## src/rtl/uart_rx_sampler.sv

```systemverilog
// UART 8N1 receiver with a go/dr byte handshake.
// The rx line is synchronised, the start bit is confirmed at mid-bit, and
// each data bit and the stop bit are sampled at mid-bit (LSB first).
// frame_err and overrun are single-cycle pulses.
module uart_rx_sampler #(
  parameter int CLK_FREQ  = 20_250_000,
  parameter int BAUD_RATE = 9600
) (
  input  logic       clk,
  input  logic       rst_n,
  input  logic       rx,
  input  logic       go,
  output logic [7:0] data,
  output logic       dr,
  output logic       frame_err,
  output logic       overrun
);

  localparam int BIT_TIME = CLK_FREQ / BAUD_RATE;
  localparam int CNT_W    = $clog2(BIT_TIME) + 1;

  localparam logic [CNT_W-1:0] HALF_M1 = CNT_W'(BIT_TIME / 2 - 1);
  localparam logic [CNT_W-1:0] FULL_M1 = CNT_W'(BIT_TIME - 1);
  localparam logic [CNT_W-1:0] CNT_ONE = CNT_W'(1);

  typedef enum logic [2:0] {
    S_IDLE,
    S_START,
    S_DATA,
    S_STOP,
    S_BREAK,
    S_DONE
  } state_t;

  state_t           state_q;
  logic             rx_meta_q;
  logic             rxs_q;
  logic             rxs_prev_q;
  logic             ovr_seen_q;
  logic [CNT_W-1:0] bit_cnt_q;
  logic [2:0]       bit_ix_q;
  logic [7:0]       data_q;
  logic             dr_q;
  logic             fe_q;
  logic             ovr_q;

  logic             rxs_fall;

  // Falling edge of the synchronised line, used only while a byte is held.
  assign rxs_fall = rxs_prev_q & ~rxs_q;

  assign data      = data_q;
  assign dr        = dr_q;
  assign frame_err = fe_q;
  assign overrun   = ovr_q;

  // Two-flop synchroniser for the asynchronous line; idles high out of reset.
  always_ff @(posedge clk or negedge rst_n) begin
    if (!rst_n) begin
      rx_meta_q <= 1'b1;
      rxs_q     <= 1'b1;
    end else begin
      rx_meta_q <= rx;
      rxs_q     <= rx_meta_q;
    end
  end

  // Receive FSM with registered outputs; error pulses clear every cycle.
  always_ff @(posedge clk or negedge rst_n) begin
    if (!rst_n) begin
      state_q    <= S_IDLE;
      rxs_prev_q <= 1'b1;
      ovr_seen_q <= 1'b0;
      bit_cnt_q  <= '0;
      bit_ix_q   <= '0;
      data_q     <= '0;
      dr_q       <= 1'b0;
      fe_q       <= 1'b0;
      ovr_q      <= 1'b0;
    end else begin
      fe_q       <= 1'b0;
      ovr_q      <= 1'b0;
      rxs_prev_q <= rxs_q;

      case (state_q)
        S_IDLE: begin
          if (go && !rxs_q) begin
            state_q   <= S_START;
            bit_cnt_q <= '0;
          end
        end

        S_START: begin
          if (bit_cnt_q == HALF_M1) begin
            if (!rxs_q) begin
              state_q   <= S_DATA;
              bit_cnt_q <= '0;
              bit_ix_q  <= '0;
            end else begin
              // Line went back high before mid-bit: treat as a glitch.
              state_q <= S_IDLE;
            end
          end else begin
            bit_cnt_q <= bit_cnt_q + CNT_ONE;
          end
        end

        S_DATA: begin
          if (bit_cnt_q == FULL_M1) begin
            data_q    <= {rxs_q, data_q[7:1]};
            bit_cnt_q <= '0;
            if (bit_ix_q == 3'd7) begin
              state_q <= S_STOP;
            end else begin
              bit_ix_q <= bit_ix_q + 3'd1;
            end
          end else begin
            bit_cnt_q <= bit_cnt_q + CNT_ONE;
          end
        end

        S_STOP: begin
          if (bit_cnt_q == FULL_M1) begin
            bit_cnt_q <= '0;
            if (rxs_q) begin
              state_q    <= S_DONE;
              dr_q       <= 1'b1;
              ovr_seen_q <= 1'b0;
            end else begin
              state_q <= S_BREAK;
              fe_q    <= 1'b1;
              data_q  <= '0;
            end
          end else begin
            bit_cnt_q <= bit_cnt_q + CNT_ONE;
          end
        end

        S_BREAK: begin
          // Hold off until the line returns high so a break is not a start.
          if (rxs_q) begin
            state_q <= S_IDLE;
          end
        end

        S_DONE: begin
          if (!go) begin
            dr_q    <= 1'b0;
            state_q <= S_IDLE;
          end else if (rxs_fall && !ovr_seen_q) begin
            // Report only the first start edge; the line is ignored until ack.
            ovr_q      <= 1'b1;
            ovr_seen_q <= 1'b1;
          end
        end

        default: begin
          state_q <= S_IDLE;
        end
      endcase
    end
  end

endmodule

```

## config.mk

```make
export PLATFORM = sky130hd
export DESIGN_NAME = uart_rx_sampler
export DESIGN_NICKNAME = d
export VERILOG_FILES = /design/src/rtl/uart_rx_sampler.sv
export SDC_FILE = /design/constraint.sdc
export NUM_CORES = 1
export LEC_CHECK = 0
export CORE_MARGIN = 2
export CORE_UTILIZATION = 50
export CTS_BUF_LIST = sky130_fd_sc_hd__clkbuf_16
export DETAILED_ROUTE_END_ITERATION = 8
export GPL_ROUTABILITY_DRIVEN = 0
export PLACE_DENSITY = 0.81
export SYNTH_ARGS = -nofsm -noshare
export SYNTH_HDL_FRONTEND = slang
export SYNTH_SLANG_ARGS = --single-unit
```

## constraint.sdc

```tcl
create_clock -name clk -period 2.2 [get_ports clk]
set_input_delay 0.44 -clock clk [delete_from_list [all_inputs] [get_ports clk]]
set_output_delay 0.44 -clock clk [all_outputs]
set_load 0.03 [all_outputs]
```

== Word-level counts from Yosys, hierarchy flattened ==
Index checks and enable logic that the tools add are counted.
W data, S select, Z words.

* $add $sub $neg: 2
* Multiplexer cells: 39
* Bitwise logic cells: 2
* Reduce and logical (&&, ||, !) cells: 16
* Eq/ne operators: 22
* Shift-type cells: 0
* Order comparisons: 0
* Divide/modulo/power cells: 0
* Multiply operators: 0

{| class="wikitable"
|+ Operators with widths
! kind !! count
|-
| $mux W13 || 4
|-
| $pmux W13 S3 || 1
|-
| $mux W3 || 11
|-
| $ne A2 B2 Y1 const B || 13
|-
| $mux W8 || 3
|-
| $pmux W3 S6 || 1
|-
| $pmux W8 S2 || 1
|-
| $mux W1 || 14
|-
| $add A13 B1 Y13 const B || 1
|-
| $eq A13 B11 Y1 const B || 1
|-
| $eq A13 B12 Y1 const B || 1
|-
| $reduce_and A5 Y1 || 2
|-
| $eq A3 B3 Y1 const B || 3
|-
| $reduce_and A4 Y1 || 2
|-
| $reduce_and A7 Y1 || 1
|-
| $eq A3 B2 Y1 const B || 2
|-
| $pmux W3 S2 || 1
|-
| $reduce_bool A2 Y1 || 3
|-
| $pmux W1 S2 || 2
|-
| $add A3 B1 Y3 const B || 1
|-
| $eq A3 B1 Y1 const B || 1
|-
| $logic_not A3 Y1 || 1
|-
| $ne A3 B3 Y1 const B || 1
|-
| $reduce_and A3 Y1 || 1
|-
| other kinds (7) || 9
|}

* Memories: 0
* Output and inout port bits: 11
* Input port bits: 4
* RAM bits: 0
* Logic and storage cells: 92
* Register bits: 34
* Bits in latches: 0
* Bits in read-only memories: 0

== Longest topological paths before layout ==
* Depth after elaboration: 6
* Depth in mapped cells: 8
* Gate-level depth less buffers: 7

== Worst setup path after synthesis ==
OpenSTA, ideal clock, no wires.

* Path type: register -> register
* From: register bit_cnt_q[0]
* To: register state_q[0]
* Data arrival time: 1.990 ns
* Data required time: 2.075 ns
* Path buffers: 0
* Cell stages (with the launch flop): 8
* Clock period less this slack: 2.115 ns
* Setup time: 0.125 ns
* Path slack: 0.085 ns
* Path through: dfrtp_1 -> inv_1 -> ha_1 -> nand4b_2 -> nor4_4 -> o22ai_2 -> a311o_1 -> mux2_4

* Longest elaborated chain between the ends: 3
* Elaborated cells between the ends (all ways): 6
* Those cells by class: eq/ne (5); reduce/logical (1)

{| class="wikitable"
|+ Ends and longest elaborated chain
! element !! line !! text
|-
| start: declaration || 40 || <nowiki>logic [CNT_W-1:0] bit_cnt_q;</nowiki>
|-
| start signal: assignment || 104 || <nowiki>bit_cnt_q <= bit_cnt_q + CNT_ONE;</nowiki>
|-
| start signal: assignment || 118 || <nowiki>bit_cnt_q <= bit_cnt_q + CNT_ONE;</nowiki>
|-
| start signal: assignment || 135 || <nowiki>bit_cnt_q <= bit_cnt_q + CNT_ONE;</nowiki>
|-
| $eq A13 B12 Y1 / $eq A13 B11 Y1 (equally long branches) || 109, 123, 94 ||
|-
| $ne A2 B2 Y1 (no source line) || - ||
|-
| $reduce_and A7 Y1 (no source line) (*) || - ||
|-
| end signal: assignment || 113 || <nowiki>state_q <= S_STOP;</nowiki>
|-
| end signal: assignment || 126 || <nowiki>state_q <= S_DONE;</nowiki>
|-
| end signal: assignment || 130 || <nowiki>state_q <= S_BREAK;</nowiki>
|-
| end: declaration || 35 || <nowiki>state_t state_q;</nowiki>
|}

Every way passes the cells marked *; elsewhere a longest branch is shown, timed or not.
A chain may end at the register's enable or synchronous reset.

== Worst setup path in the final report ==
* From: register bit_cnt_q[9]
* To: register state_q[0]

Same word-level chain as after synthesis.

==> results summary <==
The routed length per instance came out at 15.4 um. The power dissipated by switching net loads came out at 0.936 mW. In this run the worst hold path is classified as flop to flop.

The number of vias after detailed routing came out at 1,547. The total half-perimeter wirelength after legalization and detailed placement is 2.71 mm. The part of the power in registers came out at 36.7%. In the synthesized netlist, the number of instances is 182.

The number of detailed-routing iterations run before antenna repair came out at 4. The number of nets handed over by synthesis was 191. The combinational group share of total power came out at 36.4%. Clock tree synthesis found a total of 34 sinks. The quantity of hold-fixing buffers added after cts came out at 0. The top cell types in the final layout, fill and taps aside, are 30 x dfrtp_1, 21 x nand2_1, 17 x nand3_1.

The area of the core region came out at 0.00336 sq mm. The height of the die came out at 63.4 um. The maximum level of the CTS H-tree came out at 2. The maximum fanout count along the critical path came out at 3. The routed wire length came out at 3.95 mm. In this run the remaining antenna-violating nets after routing total 0. The die extent in x came out at 63.4 um. Once the floorplan was initialized, standard cells occupied 52.5% of the core. The transition at the pin with the smallest max-transition slack is 751 ps. The post-CTS clock slew at the launch and capture registers of the worst setup and hold paths is 50 ps. The clock period minus final worst setup slack came out at 2120 ps. After detailed placement, the design holds a cell count of 246. The post-synthesis area per instance came out at 9.69 sq um. The worst setup path is captured at a flop. Across the routed clock network, the largest skew measured is 5.18 ps. The post-route netlist has 17.1% of its cells at a drive strength greater than 1. The number of design rule violations left after detail routing is 0. The post-synthesis sequential element count came out at 34. STA classifies the critical path startpoint as a flop.

The die area is 0.00402 sq mm. At the later pin of the worst-skew pair, clock insertion delay measures 280 ps. After global routing the overflow that remains totals 0.

The DRC marker count from the first detailed-route iteration came out at 190. The worst ir drop on vdd is 560 uV. The number of non-filler instances in the completed layout came out at 257.

The global-route wire length before repair came out at 6.96 mm. Clock tree synthesis selected as its root buffer the cell clkbuf_16. The met3 routing resource usage after global routing is 5.89%. The initial antenna violation count was 0. The largest net degree at the start of global routing is 35. The maximum buffer depth of the clock tree came out at 2. The dominant register cell in the synthesized netlist is dfrtp_1. In the final timing run, aggregate negative setup slack is 0 ps. For this run, the register share of the synthesized area comes to 48.4%.

The total of warnings raised by yosys came out at 0. The I/O pin total came out at 15. Setup violations remaining at the end of the flow were counted as 0.

The number of clock buffers inserted by TritonCTS is 5. TritonCTS built the clock tree. The number of enable flip-flop cells after synthesis came out at 0. The floorplan has 21 rows. In this run the static leakage power is 0.979 nW. The relative slew slack is 50.0%.

The overall routing resource usage is 22.2%. The design draws 2.49 mW. The data required time at the worst endpoint came out at 2360 ps. The critical path is of the flop to flop type. The power per cell area came out at 1140 mW/mm^2.

The maximum achievable frequency is 472 MHz. The fraction of power spent switching nets came out at 37.6%. In this run the most used layer during global routing was met2. In the global route stage, met1 resource usage came out at 26.1%. Global routing used 37.2% of the available met2 tracks. The count of buffers inserted at the top-level ports came out at 14. The ratio of final minimum period to clock period came out at 96.3%.

The run finished with clean final reports. After synthesis, the share of flip-flops with an asynchronous set or reset is 100%. The number of different library cells in the post-synthesis netlist is 45. The count of max-cap constraint violations is 0.

The cell area that synthesis handed to floorplanning was 0.00176 sq mm. The count of final max-slew check failures came to 0. Leaving out fill and tap cells, the most frequent cell in the layout is dfrtp_1.

Compared with the post-synthesis result, the final layout area differs by 24.2%. The via count of the first global-routing pass is 1,516. The number of nets in the layout is 219.

The clock network fraction of design power came out at 26.9%. After detailed routing, the number of vias per cell comes to 6.02. The internal portion of the total power is 1.55 mW. The number of antenna diodes came out at 0. The data arrival time of the worst path came out at 2280 ps.

The final number of hold-violating endpoints came to 0.
## cells in the mapped netlist, types with 3 or more instances
| library cell | count | share of area, % |
|---|---|---|
| o21ai_0 | 8 | 2.3 |
| inv_1 | 14 | 3.0 |
| o21ai_1 | 4 | 1.1 |
| dfstp_2 | 3 | 4.5 |
| and3_1 | 5 | 1.8 |
| ha_1 | 5 | 3.5 |
| clkbuf_1 | 4 | 0.85 |
| nand2_1 | 21 | 4.5 |
| a41oi_1 | 3 | 1.5 |
| dfrtp_1 | 31 | 44 |
| nor2_1 | 9 | 1.9 |
| a31oi_1 | 10 | 3.5 |
| nand3_1 | 17 | 4.8 |
| a21oi_1 | 9 | 2.6 |
## cell type report
cell class	count	area [sq um]
Sequential cell	34	856
Fill cell	273	1170
Clock buffer	5	125
Multi-Input combinational cell	128	846
Clock inverter	3	16.3
Tap cell	46	57.6
Inverter	14	52.6
Timing Repair Buffer	27	238
## worst paths after layout
kind | startpoint | to | slack, ps | cells after the start
worst max-delay path | bit_cnt_q[9]$_DFFE_PN0P_ | state_q[0]$_DFFE_PN0P_ | 80 | 5
worst max register to register | bit_cnt_q[9]$_DFFE_PN0P_ | state_q[0]$_DFFE_PN0P_ | 80 | 5
worst min-delay path | rx_meta_q$_DFF_PN1_ | rxs_q$_DFF_PN1_ | 360 | 0
min in group asynchronous | rst_n | data[1]$_DFFE_PN0P_ | 560 | 2
worst min register to register | rx_meta_q$_DFF_PN1_ | rxs_q$_DFF_PN1_ | 360 | 0
max in group asynchronous | rst_n | rx_meta_q$_DFF_PN1_ | 1310 | 2
## through the flow
| step | hold slack [ps] | setup slack, ps | area, sq um | util [%] |
|---|---|---|---|---|
| floorplan | 144 | 85.3 | 1760 | - |
| global placement | 346 | 62.0 | 2010 | 59.8 |
| detailed placement | 351 | -45.4 | 2010 | 59.8 |
| CTS | 358 | 46.2 | 2150 | 64.0 |
| global route | 363 | -23.2 | 2190 | 65.1 |
| finish | 357 | 82.5 | 2190 | 65.1 |
## worst max-delay path, cell delays in order, from the launching register on
cell,delay [ps]
dfrtp_1,400
or3_4,430
nor4_4,330
o22ai_2,120
a311o_1,410
mux2_4,320
## sequential cells by signal, summed over array words and instances, names as in the netlist
| signal | flops |
|---|---|
| bit_cnt_q | 13 |
| bit_ix_q | 3 |
| data | 8 |
| dr | 1 |
| frame_err | 1 |
| overrun | 1 |
| ovr_seen_q | 1 |
| rx_meta_q | 1 |
| rxs_prev_q | 1 |
| rxs_q | 1 |
| state_q | 3 |
## power by group through the flow
stage	clock network, mW	registers (mW)	logic (mW)
CTS	0.679	0.909	0.847
finish	0.669	0.912	0.906
detailed placement	0	0.914	0.828
global route	0.708	0.936	1.02
global placement	0	0.906	0.796
floorplan	0	0.878	0.629
## logic make-up (layout without fill, tap and decap cells)
family                     Yosys count  after routing  share of synthesized area, %
and+or+nand+nor                     73             73                          24.0
AOI/OAI and AO/OA                   47             47                          17.4
DFF                                 34             34                          48.4
buffers and inverters               20             49                          4.40
adders and majority gates            5              5                          3.55
muxes                                3              3                          2.27
## metal layers
layer,wire length (um),vias to the layer above
met3,200,14
met2,2050,57
met1,1580,751
met5,0,-
met4,124,0
li1,-,725
## repair_timing
action / CTS / global route
gates resized for setup: 0 / 3
endpoints found under the setup margin: 0 / 3
buffers inserted: 0 / 3
Power figures use the tool's default switching activity.
